**src/rtl/pc_sequencer_pkg.sv**
```systemverilog
// Shared types for the program-counter sequencer: FSM states and next-PC source select.
package pc_seq_pkg;

    typedef enum logic {
        S_BOOT,
        S_RUN
    } state_t;

    typedef enum logic [1:0] {
        SEL_SEQ,
        SEL_TGT,
        SEL_POP
    } sel_t;

endpackage

```
**src/rtl/pc_sequencer_ras.sv**
```systemverilog
// Return-address stack: pointer-based LIFO; push when full and pop when empty do nothing.
module return_addr_stack #(
    parameter int ADDR_W    = 32,
    parameter int RAS_DEPTH = 4
) (
    input  logic              clock,
    input  logic              reset_n,
    input  logic              push,
    input  logic              pop,
    input  logic [ADDR_W-1:0] din,
    output logic [ADDR_W-1:0] top,
    output logic              empty,
    output logic              full
);

    localparam int IDX_W = $clog2(RAS_DEPTH);
    localparam int CNT_W = IDX_W + 1;

    logic [CNT_W-1:0]  count;
    logic [IDX_W-1:0]  top_idx;
    logic [ADDR_W-1:0] mem [RAS_DEPTH];
    logic              do_pop;
    logic              do_push;

    assign empty   = (count == '0);
    assign full    = (count == CNT_W'(RAS_DEPTH));
    assign top_idx = IDX_W'(count - CNT_W'(1));
    assign top     = mem[top_idx];

    // Pop wins if both are requested; the sequencer never asks for both at once.
    assign do_pop  = pop && !empty;
    assign do_push = push && !full && !do_pop;

    always_ff @(posedge clock or negedge reset_n) begin
        if (!reset_n) begin
            count <= '0;
        end else if (do_pop) begin
            count <= count - CNT_W'(1);
        end else if (do_push) begin
            count <= count + CNT_W'(1);
        end
    end

    // Entries need no reset: the count alone defines which ones are live.
    always_ff @(posedge clock) begin
        if (do_push) begin
            mem[count[IDX_W-1:0]] <= din;
        end
    end

endmodule

```
**src/rtl/pc_sequencer.sv**
```systemverilog
// Program-counter sequencer: boot cycle, then sequential/branch/jump/call/ret fetch addressing
module pc_sequencer
    import pc_seq_pkg::*;
#(
    parameter int                ADDR_W    = 32,
    parameter logic [ADDR_W-1:0] RESET_PC  = ADDR_W'(1),
    parameter logic [ADDR_W-1:0] WRAP_PC   = ADDR_W'(7),
    parameter logic [ADDR_W-1:0] INCR      = ADDR_W'(1),
    parameter int                RAS_DEPTH = 4
) (
    input  logic              clock,
    input  logic              reset_n,
    input  logic              stall,
    input  logic              branch,
    input  logic              jump,
    input  logic              call,
    input  logic              ret,
    input  logic [ADDR_W-1:0] target,
    output logic [ADDR_W-1:0] addr_out,
    output logic              addr_valid,
    output logic              ras_overflow,
    output logic              ras_underflow
);

    function automatic logic [ADDR_W-1:0] seq_pc(input logic [ADDR_W-1:0] pc);
        return (pc == WRAP_PC) ? RESET_PC : pc + INCR;
    endfunction

    state_t            state;
    state_t            state_next;
    sel_t              sel;
    logic [ADDR_W-1:0] next_pc;
    logic [ADDR_W-1:0] ras_top;
    logic              ras_empty;
    logic              ras_full;
    logic              ras_push;
    logic              ras_pop;
    logic              set_ovf;
    logic              set_unf;
    logic              advance;

    always_ff @(posedge clock or negedge reset_n) begin
        if (!reset_n) begin
            state <= S_BOOT;
        end else begin
            state <= state_next;
        end
    end

    always_comb begin
        state_next = state;
        case (state)
            S_BOOT:  state_next = S_RUN;
            S_RUN:   state_next = S_RUN;
            default: state_next = S_BOOT;
        endcase
    end

    always_comb begin
        addr_valid = 1'b0;
        if (state == S_RUN) begin
            addr_valid = 1'b1;
        end
    end

    assign advance = addr_valid && !stall;

    // Priority ret > call > jump > branch > sequential; losers are dropped, not queued.
    always_comb begin
        sel      = SEL_SEQ;
        ras_push = 1'b0;
        ras_pop  = 1'b0;
        set_ovf  = 1'b0;
        set_unf  = 1'b0;
        if (advance) begin
            if (ret) begin
                if (!ras_empty) begin
                    sel     = SEL_POP;
                    ras_pop = 1'b1;
                end else begin
                    set_unf = 1'b1;
                end
            end else if (call) begin
                sel      = SEL_TGT;
                ras_push = 1'b1;
                set_ovf  = ras_full;
            end else if (jump || branch) begin
                sel = SEL_TGT;
            end
        end
    end

    always_comb begin
        case (sel)
            SEL_TGT: next_pc = target;
            SEL_POP: next_pc = ras_top;
            default: next_pc = seq_pc(addr_out);
        endcase
    end

    always_ff @(posedge clock or negedge reset_n) begin
        if (!reset_n) begin
            addr_out      <= RESET_PC;
            ras_overflow  <= 1'b0;
            ras_underflow <= 1'b0;
        end else begin
            if (advance) begin
                addr_out <= next_pc;
            end
            if (set_ovf) begin
                ras_overflow <= 1'b1;
            end
            if (set_unf) begin
                ras_underflow <= 1'b1;
            end
        end
    end

    return_addr_stack #(
        .ADDR_W    (ADDR_W),
        .RAS_DEPTH (RAS_DEPTH)
    ) u_ras (
        .clock   (clock),
        .reset_n (reset_n),
        .push    (ras_push),
        .pop     (ras_pop),
        .din     (seq_pc(addr_out)),
        .top     (ras_top),
        .empty   (ras_empty),
        .full    (ras_full)
    );

endmodule

```
**config.mk**
```make
export PLATFORM = sky130hd
export DESIGN_NAME = pc_sequencer
export DESIGN_NICKNAME = d
export VERILOG_FILES = /design/src/rtl/pc_sequencer_pkg.sv /design/src/rtl/pc_sequencer_ras.sv /design/src/rtl/pc_sequencer.sv
export SDC_FILE = /design/constraint.sdc
export NUM_CORES = 1
export LEC_CHECK = 0
export BUFFER_PORTS_ARGS = -buffer_cell sky130_fd_sc_hd__buf_2
export CAP_MARGIN = 20
export CORE_UTILIZATION = 58
export DETAILED_ROUTE_END_ITERATION = 16
export PLACE_DENSITY = 0.78
export SYNTH_ARGS = -nofsm -noshare
export SYNTH_HDL_FRONTEND = slang
export SYNTH_SLANG_ARGS = --single-unit
```
**constraint.sdc**
```tcl
create_clock -name clock -period 4.2 [get_ports clock]
set_input_delay 0.42 -clock clock [delete_from_list [all_inputs] [get_ports clock]]
set_output_delay 0.42 -clock clock [all_outputs]
set_load 0.02 [all_outputs]
```
---- Word-level counts from Yosys, hierarchy flattened ----
Memory sizes are Yosys's and may differ from the RTL's.
Cells that the tools add are included.
storage, ports and cells
  word-level logic and storage cells ...... 48
  register bits ........................... 38
  RAM bits ................................ 128
  bits of input ports ..................... 39
  memories ................................ 1
  output and inout bits ................... 35
memories
  memory     depth  bits a word  read ports  clocked after memory_dff  write ports  RTL line                text
  u_ras.mem  4      32           1           0                         1            pc_sequencer_ras.sv:21  logic [ADDR_W-1:0] mem [RAS_DEPTH];
operators by class
  eq/ne operators ......................... 4
  reductions and logical operators ........ 11
  add/sub/neg operators ................... 3
  muxes and demuxes ....................... 24
operator list
  operator                 number
  $pmux W32 S2             1
  $add A32 B1 Y32 const B  1
  $eq A32 B3 Y1 const B    1
  $mux W32                 1
  $mux W1                  17
  $mux W2                  3
  $mux W3                  2
  $logic_and A1 B1 Y1      4
  $logic_not A1 Y1         4
  $add A3 B1 Y3 const B    1
  $eq A3 B3 Y1 const B     1
  $logic_not A3 Y1         1
  $sub A3 B1 Y3 const B    1
  $eq A2 B1 Y1 const B     1
  $eq A2 B2 Y1 const B     1
  $reduce_bool A2 Y1       1
  $logic_or A1 B1 Y1       1

---- Depth between registers and ports, before layout ----
Gate-level depths: netlist (run 1).
  depth after elaboration ................. 9
  depth in mapped cells ................... 14
  depth with buffers taken out ............ 11

---- Modules after synthesis ----
Synthesis (run 1) repeated with hierarchy kept, for this count alone.
unflattened totals
  cell total of the unflattened synthesis .. 545
  area total of the unflattened synthesis .. 7,911.3 µm²
modules (own cells, without submodules)
  module             cells each  instances  seq. area each (µm²)  area each (µm²)
  return_addr_stack  208         1          3,918.8               4,986.0
  pc_sequencer       337         1          877.1                 2,925.3

---- Least setup slack after synthesis (run 1) ----
OpenSTA, ideal clock, no wires.
  path type ............................... reg2reg
  start point ............................. register state
  end point ............................... memory u_ras.mem[0][0], enable pin
  path slack .............................. 1.126 ns
  period minus slack after synthesis ...... 3.074 ns
  setup time .............................. 0.421 ns
  stages on the path, launching flop included .. 6
  arrival ................................. 2.653 ns
  data required time ...................... 3.779 ns
  path through ............................ dfrtp_1 > nor2b_1 > clkbuf_1 > clkbuf_1 > nand3_1 > nor2_1
on the way
  longest elaborated chain between the ends .. 8
RTL lines
  what                             RTL line                text
  from (decl)                      pc_sequencer.sv:29      state_t state;
  from (signal assigned)           pc_sequencer.sv:46      state <= state_next;
  $mux W1 *                        pc_sequencer.sv:61      if (state == S_RUN) begin
  $logic_and A1 B1 Y1 *            pc_sequencer.sv:66      assign advance = addr_valid && !stall;
  $mux W1                          pc_sequencer.sv:75      if (advance) begin
  $logic_and A1 B1 Y1              pc_sequencer_ras.sv:31  assign do_pop = pop && !empty;
  $logic_not A1 Y1                 pc_sequencer_ras.sv:32  assign do_push = push && !full && !do_pop;
  $logic_and A1 B1 Y1 *            pc_sequencer_ras.sv:32
  $mux W1 *                        pc_sequencer_ras.sv:46  if (do_push) begin
  $mux W1 (not written as such) *  pc_sequencer_ras.sv:47  mem[count[IDX_W-1:0]] <= din;
  to (decl)                        pc_sequencer_ras.sv:21
Mark *: on every way between the ends. The rest lies on a longest branch, timed or not.

---- Final worst setup path (run 1) ----
  start point ............................. register state
  end point ............................... register addr_out[15]
on the way
  longest elaborated chain between the ends .. 5
RTL lines
  what                                                 RTL line             text
  $mux W1 *                                            pc_sequencer.sv:61
  $logic_and A1 B1 Y1 *                                pc_sequencer.sv:66
  $mux W2                                              pc_sequencer.sv:75
  $eq A2 B2 Y1 / $eq A2 B1 Y1 (equally long branches)  pc_sequencer.sv:94   case (sel)
  $pmux W32 S2                                         pc_sequencer.sv:94
  to (signal assigned)                                 pc_sequencer.sv:108  addr_out <= next_pc;
  to (decl)                                            pc_sequencer.sv:19   output logic [ADDR_W-1:0] addr_out,
Marked as above.
A chain may end at the register's enable or synchronous reset.

==> results of run 1 <==
cell families (layout without fill, tap and decap cells):
family                   after synthesis  after routing
AO/OA/AOI/OAI                        146            146
multiplexers                          47             47
flip-flops                           166            166
other                                  1              1
buffers and inverters                 60            130
XOR/XNOR                              31             31
adder cells (fa/ha/maj)                8              8
AND/OR/NAND/NOR                      141            141
power by group through the flow:
stage	Sequential, W	Clock, W	Combinational, W
floorplan	0.00239	0	0.00119
global placement	0.00237	0	0.00163
detailed placement	0.00238	0	0.00168
CTS	0.00235	0.00140	0.00170
global route	0.00239	0.00147	0.00182
finish	0.00236	0.00140	0.00170
sequential cells by signal (all words and copies together) (netlist names):
register and flops:
ras_underflow 1, u_ras.count 3, state 1, u_ras.mem 128, addr_out 32, ras_overflow 1
critical path: cells and delay by family, from the launching register on:
family	cells	cell delay (ns)
adder cells (fa/ha/maj)	1	0.82
buffers and inverters	3	0.79
AND/OR/NAND/NOR	3	0.66
flip-flops	1	0.41
AO/OA/AOI/OAI	2	0.39
placed cells by master, fill, tap and decap left out, types with 5 or more instances in the layout:
cell type	netlist	layout
nand3_1	13	13
mux4_2	18	18
a31oi_1	6	6
xnor2_1	20	20
nor3_1	9	9
o22a_1	9	9
a221oi_1	11	11
o21a_1	6	6
dfrtp_1	37	37
o22ai_1	10	10
a22o_1	6	6
clkinv_2	0	7
a21oi_1	26	26
nor4_1	10	10
o21ai_0	26	26
buf_2	10	73
buf_4	1	10
o31ai_1	6	6
o21bai_1	6	6
nand2_1	30	30
and2_1	5	5
mux2i_1	29	29
nor2_1	34	33
and3_1	5	5
xor2_1	11	11
o2bb2ai_1	6	6
edfxtp_1	128	128
a22oi_1	6	6
clkbuf_16	0	17
ha_1	8	6
inv_1	14	14
nand4_1	12	12
clkinv_1	0	6
routing by layer:
layer	global-route usage [%]	wire (µm)
met1	38.8	7910
met2	43.6	8930
met3	6.13	1380
met4	11.4	442
met5	0	0
metrics by stage:
step	hold slack, ns	setup slack [ns]	instance area [µm²]
after floorplan	0.124	1.13	7900
after global placement	0.449	1.10	8380
after detailed placement	0.469	0.964	8380
after CTS	0.161	1.04	8900
after global routing	0.209	0.780	8920
final	0.130	1.00	8920
cells in the mapped netlist (5+ instances only):
cell type and instances:
buf_2 10, nand2_1 30, xnor2_1 20, o22a_1 9, nand4_1 12, o21a_1 6
nor3_1 9, and3_1 5, a21oi_1 26, inv_1 14, a22oi_1 6, o31ai_1 6
o22ai_1 10, o2bb2ai_1 6, edfxtp_1 128, and2_1 5, nor4_1 10, ha_1 8
a22o_1 6, dfrtp_1 37, xor2_1 11, clkbuf_1 30, mux2i_1 29, o21bai_1 6
nand3_1 13, a31oi_1 6, o21ai_0 26, mux4_2 18, a221oi_1 11, nor2_1 34
final cells by class:
| cell class | instances | share of cell area (%) |
|---|---|---|
| flip-flops and latches | 166 | 53.8 |
| multi-input cells | 374 | 32.2 |
| repair buffers | 84 | 5.16 |
| clock buffers | 17 | 4.77 |
| well taps | 176 | 2.47 |
| clock inverters | 15 | 1.07 |
| inverters | 14 | 0.589 |
worst min path at each step:
stage / slack (ns) / end / depth (start not counted) / start
final: 0.13 / ras_overflow / 1 / reset_n
after global routing: 0.21 / u_ras.count[2] / 1 / reset_n
after CTS: 0.16 / ras_overflow / 1 / reset_n
after detailed placement: 0.47 / ras_overflow / 1 / ras_overflow
after global placement: 0.45 / ras_underflow / 1 / ras_underflow
after floorplan: 0.12 / addr_out[10] / 0 / reset_n
==> metrics.md, run 1 <==
| Metric | Value |
|---|---|
| Status | `completed` |
| Mux cell area share after synthesis | `roughly 8.8%` |
| Largest net degree at the start of global routing | `51` |
| Initial core utilization | `roughly 60%` |
| Placer Congestion | `around 0.9` |
| Vias in the first global route | `5459` |
| Worst path slowest cell | `ha_2` |
| Multi-input logic area | `roughly 2900 µm²` |
| CP endpoint | `addr_out[15]` |
| DRT Pass-1 Iters | `5` |
| Routed wire length | `roughly 19 mm` |
| Post-CTS setup buffer count | `0` |
| Largest family of logic cells by synthesized area | `compound AO/OA/AOI/OAI gates` |
| Worst-Margin Slew | `just over 0.9 ns` |
| Post-Synth XOR/XNOR Area | `3.44%` |
| Final net count | `between 700 and 800` |
| Port Buffer Count | `73` |
| Final antenna-violating net count | `0` |
| Critical R2R Launch | `state` |
| Ys flop type | `edfxtp_1` |
| P_sw | `~0.0019 W` |
| Vias after detailed routing | `about 5500` |
| Seq pwr share | `43.2%` |
| Maximum vdd drop | `between 300 and 400 µV` |
| Crit. Startpoint | `state` |
| Post-synth EDFFs | `128` |
| H-tree levels | `4` |
| First-pass GRT wire length | `29.6 mm` |
| Worst reg2reg path endpoint | `addr_out[15]` |
| CP Capture Type | `flip-flop` |
| Cell accounting for the most synthesized area | `edfxtp_1` |
| Mean Syn Cell Area | `about 13 µm²` |
| CTS max path bufs | `2` |
| Seq. cell area | `between 4000 and 5000 µm²` |
| Max_cap viols | `0` |
| Setup skew after layout | `0.00933 ns` |
| Netlist cell types | `61` |
| Fmax | `around 310 MHz` |
| Hpwl dp | `approximately 11 mm` |
| Cell Count, Final, Fillers Out | `~850` |
| CTS root buf | `clkbuf_16` |
| Overflow after GRT | `0` |
| CP Max Fanout | `38` |
| Final period utilization | `roughly 76%` |
| Final hold viol count | `0` |
| Setup Viol. Count Final | `0` |
| FF+latch count, synth | `166` |
| Die width | `~120 µm` |
| Post-Syn Area | `around 8000 µm²` |
| CTS buffer count | `17` |
| Total die area | `14100 µm²` |
| Initial antenna violation count | `0` |
| Largest cells by area after synthesis | `edfxtp_1 (49%), dfrtp_1 (12%), mux4_2 (5.1%)` |
| CTS Sinks | `~170` |
| Min Tclk post-route | `about 3.2 ns` |
| Slew Viols, Final | `0` |
| Ys Warns | `0` |
| Total Power | `0.00545 W` |
| Clk pin slew, worst setup/hold paths | `approximately 0.06 ns` |
| Most common cell on crit path | `inv_1` |
| Power Density | `611 nW/µm²` |
| DRC Markers | `0` |
| Simple-Gate Fraction of Synth Area | `just under 10%` |
| # IOs | `between 70 and 80` |
| Post-synthesis cell count | `600` |
| Cts hold-fix bufs | `0` |
| Wirelength per Cell | `22.1 µm` |
| Clock latency on the worst-skew pair | `~0.43 ns` |
| Post-layout utilization of the core | `67.4%` |
| Antenna cells | `0` |
| Unrepaired setup endpoints after global routing | `no` |
| Post-synth ARST share | `a little under a quarter` |
| Syn nets | `647` |
| Worst Reg-to-Reg Cells | `9` |
| Crit start category | `flip-flop` |
| Relative slew margins | `37.7%` |
| Setup TNS | `0 ns` |
| Core area | `between 10000 and 15000 µm²` |
| Placed insts | `between 800 and 900` |
| Pint | `0.00358 W` |
| DR iter-0 viols | `between 500 and 600` |
| Post-synthesis adder-cell area fraction | `under 10%` |
| Share of the synthesized area in the top cell type | `about half` |
| Resize count post-CTS | `0` |
| Die height | `119 µm` |
| Ratio of cells with drive above 1 in the final layout | `21.2%` |
| Area Growth Syn to Fin | `12.9%` |
| Compound-Gate Fraction of Synth Area | `12.9%` |
| # rows | `42` |
| Sequential area share after synthesis | `between 60 and 70%` |
| Crit path DAT | `3.51 ns` |
| CTS tree | `built` |
| Critical-path cell list | `nor2b_1, buf_4, and3_1, inv_1, ha_2, inv_1, nand2_1, o22ai_1, a221o_1` |
| LEAKAGE | `3.29 nW` |
| Sw frac | `around a third` |
| Hold crit path type | `in -> async` |
| Setup Crit Path Kind | `reg -> reg` |
| Gate power share | `31.2%` |
| Vias per cell | `between 6 and 7` |
| R2R Setup Slk | `about 1.0 ns` |
| GRT Overall Usage | `roughly 28%` |
| WP data required | `4.51 ns` |
| Clk pwr share | `25.6%` |
| Worst path max stage delay | `roughly 0.8 ns` |
| Layout fillers | `around 960` |
Power figures use the tool's default switching activity.
==> run 2: changes to the inputs <==
==> constraint.sdc (replaced) <==
create_clock -name clock -period 3.18 [get_ports clock]
set_input_delay 0.318 -clock clock [delete_from_list [all_inputs] [get_ports clock]]
set_output_delay 0.318 -clock clock [all_outputs]
set_load 0.02 [all_outputs]
==> metrics.md, run 2 (same netlist as run 1, synthesis figures left out) <==
| Metric | Value |
|---|---|
| Status | `completed` |
| CTS tree | `built` |
| Gate power share | `31.1%` |
| Critical R2R Launch | `u_ras.count[1]` |
| Hpwl dp | `11.9 mm` |
| Flip-flop count of the largest register after layout | `around 130` |
| Setup Crit Path Kind | `reg -> reg` |
| CTS Sinks | `approximately 170` |
| P_sw | `around 0.0025 W` |
| CP Capture Type | `flip-flop` |
| # rows | `42` |
| DRT Pass-1 Iters | `5` |
| Vias after detailed routing | `~5600` |
| Min Tclk post-route | `about 2.8 ns` |
| Die height | `around 120 µm` |
| Final antenna-violating net count | `0` |
| # IOs | `74` |
| H-tree levels | `4` |
| Final period utilization | `87.3%` |
| First-pass GRT wire length | `between 20 and 30 mm` |
| Initial core utilization | `59.7%` |
| Layout fillers | `slightly below 1000` |
| Wirelength per Cell | `around 22 µm` |
| Die width | `around 120 µm` |
| Power Density | `804 nW/µm²` |
| Critical-path cell list | `inv_1, ha_2, nand2b_1, and3_1, inv_1, ha_2, buf_12, o21ai_0, o32ai_1, a22o_1` |
| Largest net degree at the start of global routing | `between 50 and 60` |
| Initial antenna violation count | `0` |
| Total die area | `14100 µm²` |
| LEAKAGE | `3.29 nW` |
| Ratio of cells with drive above 1 in the final layout | `~22%` |
| R2R Setup Slk | `0.40 ns` |
| Crit path DAT | `3.15 ns` |
| Worst Reg-to-Reg Cells | `10` |
| GRT Overall Usage | `between 20 and 30%` |
| Placer Congestion | `about 0.88` |
| Resize count post-CTS | `0` |
| Unrepaired setup endpoints after global routing | `no` |
| Overflow after GRT | `0` |
| Commonest non-fill, non-tap cells in the layout | `edfxtp_1 (128), buf_2 (73), dfrtp_1 (37)` |
| Relative slew margins | `between 30 and 40%` |
| Setup skew after layout | `between 0.007 and 0.008 ns` |
| Most common cell after layout, fill and taps aside | `edfxtp_1` |
| Post-layout utilization of the core | `approximately two thirds` |
| Maximum vdd drop | `around 460 µV` |
| Worst path slowest cell | `ha_2` |
| Antenna cells | `0` |
| Worst path max stage delay | `approximately 0.63 ns` |
| Hold crit path type | `in -> async` |
| Vias in the first global route | `approximately 5500` |
| Clk pwr share | `25.6%` |
| Crit start category | `flip-flop` |
| Area Growth Syn to Fin | `13.6%` |
| Final hold viol count | `0` |
| Post-CTS setup buffer count | `0` |
| Fmax | `roughly 360 MHz` |
| Core area | `roughly 13000 µm²` |
| Worst reg2reg path endpoint | `addr_out[12]` |
| CTS buffer count | `17` |
| Cts hold-fix bufs | `0` |
| Vias per cell | `roughly 6.5` |
| DR iter-0 viols | `slightly below 600` |
| CTS root buf | `clkbuf_16` |
| Seq pwr share | `a little over two fifths` |
| Max_cap viols | `0` |
| DRC Markers | `0` |
| WP data required | `3.55 ns` |
| Pint | `0.00470 W` |
| CP Max Fanout | `40` |
| Final net count | `709` |
| Routed wire length | `18.7 mm` |
| Setup Viol. Count Final | `0` |
| Worst-Margin Slew | `between 0.9 and 1 ns` |
| Clk pin slew, worst setup/hold paths | `roughly 0.060 ns` |
| Total Power | `between 0.007 and 0.008 W` |
| Slew Viols, Final | `0` |
| Setup TNS | `0 ns` |
| Sw frac | `about a third` |
| CTS max path bufs | `2` |
| Port Buffer Count | `73` |
| Clock latency on the worst-skew pair | `~0.43 ns` |
run 2: worst max-delay path by stage:
stage	start	to	slack [ns]
2_1_floorplan	state	u_ras.mem[0][0]	0.11
6_report	u_ras.count[1]	addr_out[12]	0.40
5_1_grt	u_ras.count[1]	addr_out[26]	0.21
3_5_place_dp	addr_out[3]	u_ras.mem[3][26]	0.46
3_3_place_gp	u_ras.count[1]	addr_out[15]	0.57
4_1_cts	u_ras.count[1]	addr_out[26]	0.45
run 2: routing by layer:
layer	routed length, µm	vias up	track usage (%)
met4	532	0	12.3
met1	7720	2760	38.9
li1	-	2460	-
met2	9010	292	44.8
met3	1450	49	5.60
met5	0	-	0
run 2: cell type report:
cell class | instances | area [µm²] | area share (%)
clock buffer | 17 | 425 | 4.74
clock inverter | 15 | 109 | 1.21
inverter | 14 | 52.6 | 0.586
multi-input combinational | 374 | 2870 | 32.0
sequential | 166 | 4800 | 53.4
tap | 176 | 220 | 2.45
timing repair buffer | 89 | 498 | 5.55
run 2: metrics by stage:
stage	cells	setup WS, ns	hold WS, ns	instance area [µm²]
6_report	851	0.404	0.0406	8970
5_1_grt	851	0.208	0.0826	8970
4_1_cts	851	0.451	0.0598	8970
3_5_place_dp	819	0.458	0.459	8440
3_3_place_gp	819	0.572	0.452	8440
2_1_floorplan	600	0.106	0.0224	7900
run 2: critical path: cells and delay by family, from the launching register on:
kind / cells / cell delay [ns]
adder cells (fa/ha/maj): 2 / 0.83
AO/OA/AOI/OAI: 3 / 0.71
buffers and inverters: 3 / 0.45
flip-flops: 1 / 0.37
AND/OR/NAND/NOR: 2 / 0.31
run 2: power by group through the flow:
stage                     registers (W)  logic (W)  clock network (W)
after floorplan                 0.00316    0.00157                  0
after detailed placement        0.00315    0.00224                  0
after global placement          0.00313    0.00217                  0
final                           0.00313    0.00224            0.00185
after CTS                       0.00311    0.00225            0.00187
after global routing            0.00316    0.00241            0.00194
==> run 3: changes to the inputs <==
--- a/config.mk
+++ b/config.mk
@@ -7,9 +7,9 @@
 export LEC_CHECK = 0
 export BUFFER_PORTS_ARGS = -buffer_cell sky130_fd_sc_hd__buf_2
 export CAP_MARGIN = 20
-export CORE_UTILIZATION = 58
+export CORE_UTILIZATION = 54
 export DETAILED_ROUTE_END_ITERATION = 16
-export PLACE_DENSITY = 0.78
+export PLACE_DENSITY = 0.77
 export SYNTH_ARGS = -nofsm -noshare
 export SYNTH_HDL_FRONTEND = slang
 export SYNTH_SLANG_ARGS = --single-unit
==> constraint.sdc (replaced) <==
create_clock -name clock -period 2.3 [get_ports clock]
set_input_delay 0.23 -clock clock [delete_from_list [all_inputs] [get_ports clock]]
set_output_delay 0.23 -clock clock [all_outputs]
set_load 0.02 [all_outputs]
==> metrics.md, run 3 (same netlist as run 1, synthesis figures left out) <==
| Metric | Value |
|---|---|
| Clk pwr share | `27.4%` |
| Largest net degree at the start of global routing | `51` |
| Antenna cells | `0` |
| Final period utilization | `approximately 99%` |
| Final hold slack | `between 0.1 and 0.15 ns` |
| Clock latency on the worst-skew pair | `around 0.42 ns` |
| Final hold viol count | `0` |
| Core area | `14100 µm²` |
| CTS buffer count | `17` |
| CTS tree | `built` |
| Wirelength per Cell | `between 20 and 25 µm` |
| Port Buffer Count | `73` |
| Hpwl dp | `between 10 and 15 mm` |
| Slew Viols, Final | `0` |
| Overflow after GRT | `0` |
| Crit path DAT | `about 2.6 ns` |
| Vias per cell | `between 6 and 7` |
| Vias in the first global route | `5900` |
| Worst-Margin Slew | `between 0.6 and 0.7 ns` |
| Total die area | `15100 µm²` |
| Crit start category | `flip-flop` |
| CTS Sinks | `166` |
| Clk pin slew, worst setup/hold paths | `approximately 0.060 ns` |
| Setup skew after layout | `0.00578 ns` |
| First-pass GRT wire length | `~32 mm` |
| Cell Count, Final, Fillers Out | `a little over 900` |
| Worst slack, placed | `-0.0325 ns` |
| Final worst slack | `between 0.02 and 0.03 ns` |
| CP Max Fanout | `8` |
| Hold crit path type | `in -> reg` |
| Seq pwr share | `between 30% and 40%` |
| # rows | `between 40 and 50` |
| Relative slew margins | `about three fifths` |
| Post-layout utilization of the core | `70.3%` |
| Placer Congestion | `slightly below 0.9` |
| P_sw | `0.00371 W` |
| Total Power | `0.0112 W` |
| Ratio of cells with drive above 1 in the final layout | `between 30% and 40%` |
| Layout fillers | `slightly above 900` |
| Initial antenna violation count | `0` |
| Commonest non-fill, non-tap cells in the layout | `edfxtp_1 (128), buf_2 (73), buf_4 (65)` |
| Routed wire length | `between 20 and 25 mm` |
| CTS max path bufs | `2` |
| Setup Viol. Count Final | `0` |
| LEAKAGE | `3.75 nW` |
| Unrepaired setup endpoints after global routing | `yes` |
| Max_cap viols | `0` |
| Flip-flop count of the largest register after layout | `between 100 and 150` |
| H-tree levels | `4` |
| # IOs | `74` |
| Final net count | `772` |
| Min Tclk post-route | `~2.3 ns` |
| Die width | `around 120 µm` |
| CTS root buf | `clkbuf_16` |
| DRT Pass-1 Iters | `6` |
| Gate power share | `35.6%` |
| Power Density | `1130 nW/µm²` |
| GRT Overall Usage | `slightly below 30%` |
| Pint | `roughly 0.0075 W` |
| WP data required | `~2.6 ns` |
| Maximum vdd drop | `just over 600 µV` |
| DR iter-0 viols | `a little under 700` |
| Die height | `~120 µm` |
| DRC Markers | `0` |
| Final antenna-violating net count | `0` |
| Area Growth Syn to Fin | `25.5%` |
| Placed insts | `between 800 and 900` |
| Sw frac | `between 30% and 40%` |
| CP Capture Type | `flip-flop` |
| Vias after detailed routing | `about 6000` |
| Initial core utilization | `approximately 56%` |
| Most common cell after layout, fill and taps aside | `edfxtp_1` |
| Setup Crit Path Kind | `reg -> reg` |
| Status | `completed` |
| Fmax | `440 MHz` |
==> run 3: changes by cell type in the layout (fill, tap and decap cells not counted), sizes merged, moves of 3 or more <==
cell,change
clkinvlp,-3
clkinv,-3
bufinv,+5
buf,+61
==> run 3: power by group through the flow <==
stage,logic [W],registers [W],clock network (W)
final,0.00398,0.00413,0.00306
after global routing,0.00425,0.00415,0.00319
after CTS,0.00384,0.00410,0.00307
after detailed placement,0.00378,0.00416,0
after global placement,0.00366,0.00413,0
after floorplan,0.00231,0.00437,0
==> run 3: layout make-up <==
class                   instances  area (µm²)  area share (%)
clock buffers                  18         429            4.33
inverters                      14        55.1           0.555
well taps                     180         225            2.27
repair buffers                151        1080            10.9
multi-input cells             375        3120            31.5
clock inverters                13         205            2.07
flip-flops and latches        166        4800            48.4
==> run 3: critical path: stages, from the launching register on <==
cell,delay (ns)
dfrtp_1,0.37
inv_2,0.06
ha_4,0.16
nand2b_1,0.06
and3_4,0.20
inv_2,0.05
ha_4,0.29
buf_6,0.16
a21oi_1,0.12
nor2_1,0.08
or3_1,0.35
a31oi_1,0.15
o22ai_1,0.09
==> run 3: per-layer routing <==
metal	part of all wire (%)	global-route usage, %	vias up
met4	2.8	11.9	0
met5	0	0	-
met2	49	46.6	379
li1	-	-	2589
met3	8.4	4.80	65
met1	40	39.5	2953
==> run 3: worst paths after layout <==
path | to | slack, ns | start | cells after the start
max | addr_out[29] | 0.03 | u_ras.count[1] | 12
min | ras_underflow | 0.10 | ret | 2
max reg2reg | addr_out[29] | 0.03 | u_ras.count[1] | 12
min reg2reg | ras_underflow | 0.47 | ras_underflow | 1
max in group asynchronous | u_ras.count[0] | 1.43 | reset_n | 3
min in group asynchronous | ras_overflow | 0.43 | reset_n | 3
==> run 3: repair_timing <==
| item | in CTS | in global routing |
|---|---|---|
| resized for setup | 3 | 41 |
| buffers inserted | 1 | 8 |
| pin swaps | 2 | 10 |
| hold buffers | 1 | 0 |
| hold endpoints to repair | 37 | 0 |
| endpoints found under the setup margin | 10 | 58 |
| cloned | 1 | 0 |
==> run 3: stage by stage <==
step,TNS (ns),instance area (µm²)
after floorplan,-0.378,8080
after global placement,0,8980
after detailed placement,-0.0459,8980
after CTS,0,9660
after global routing,-0.313,9920
final,0,9920
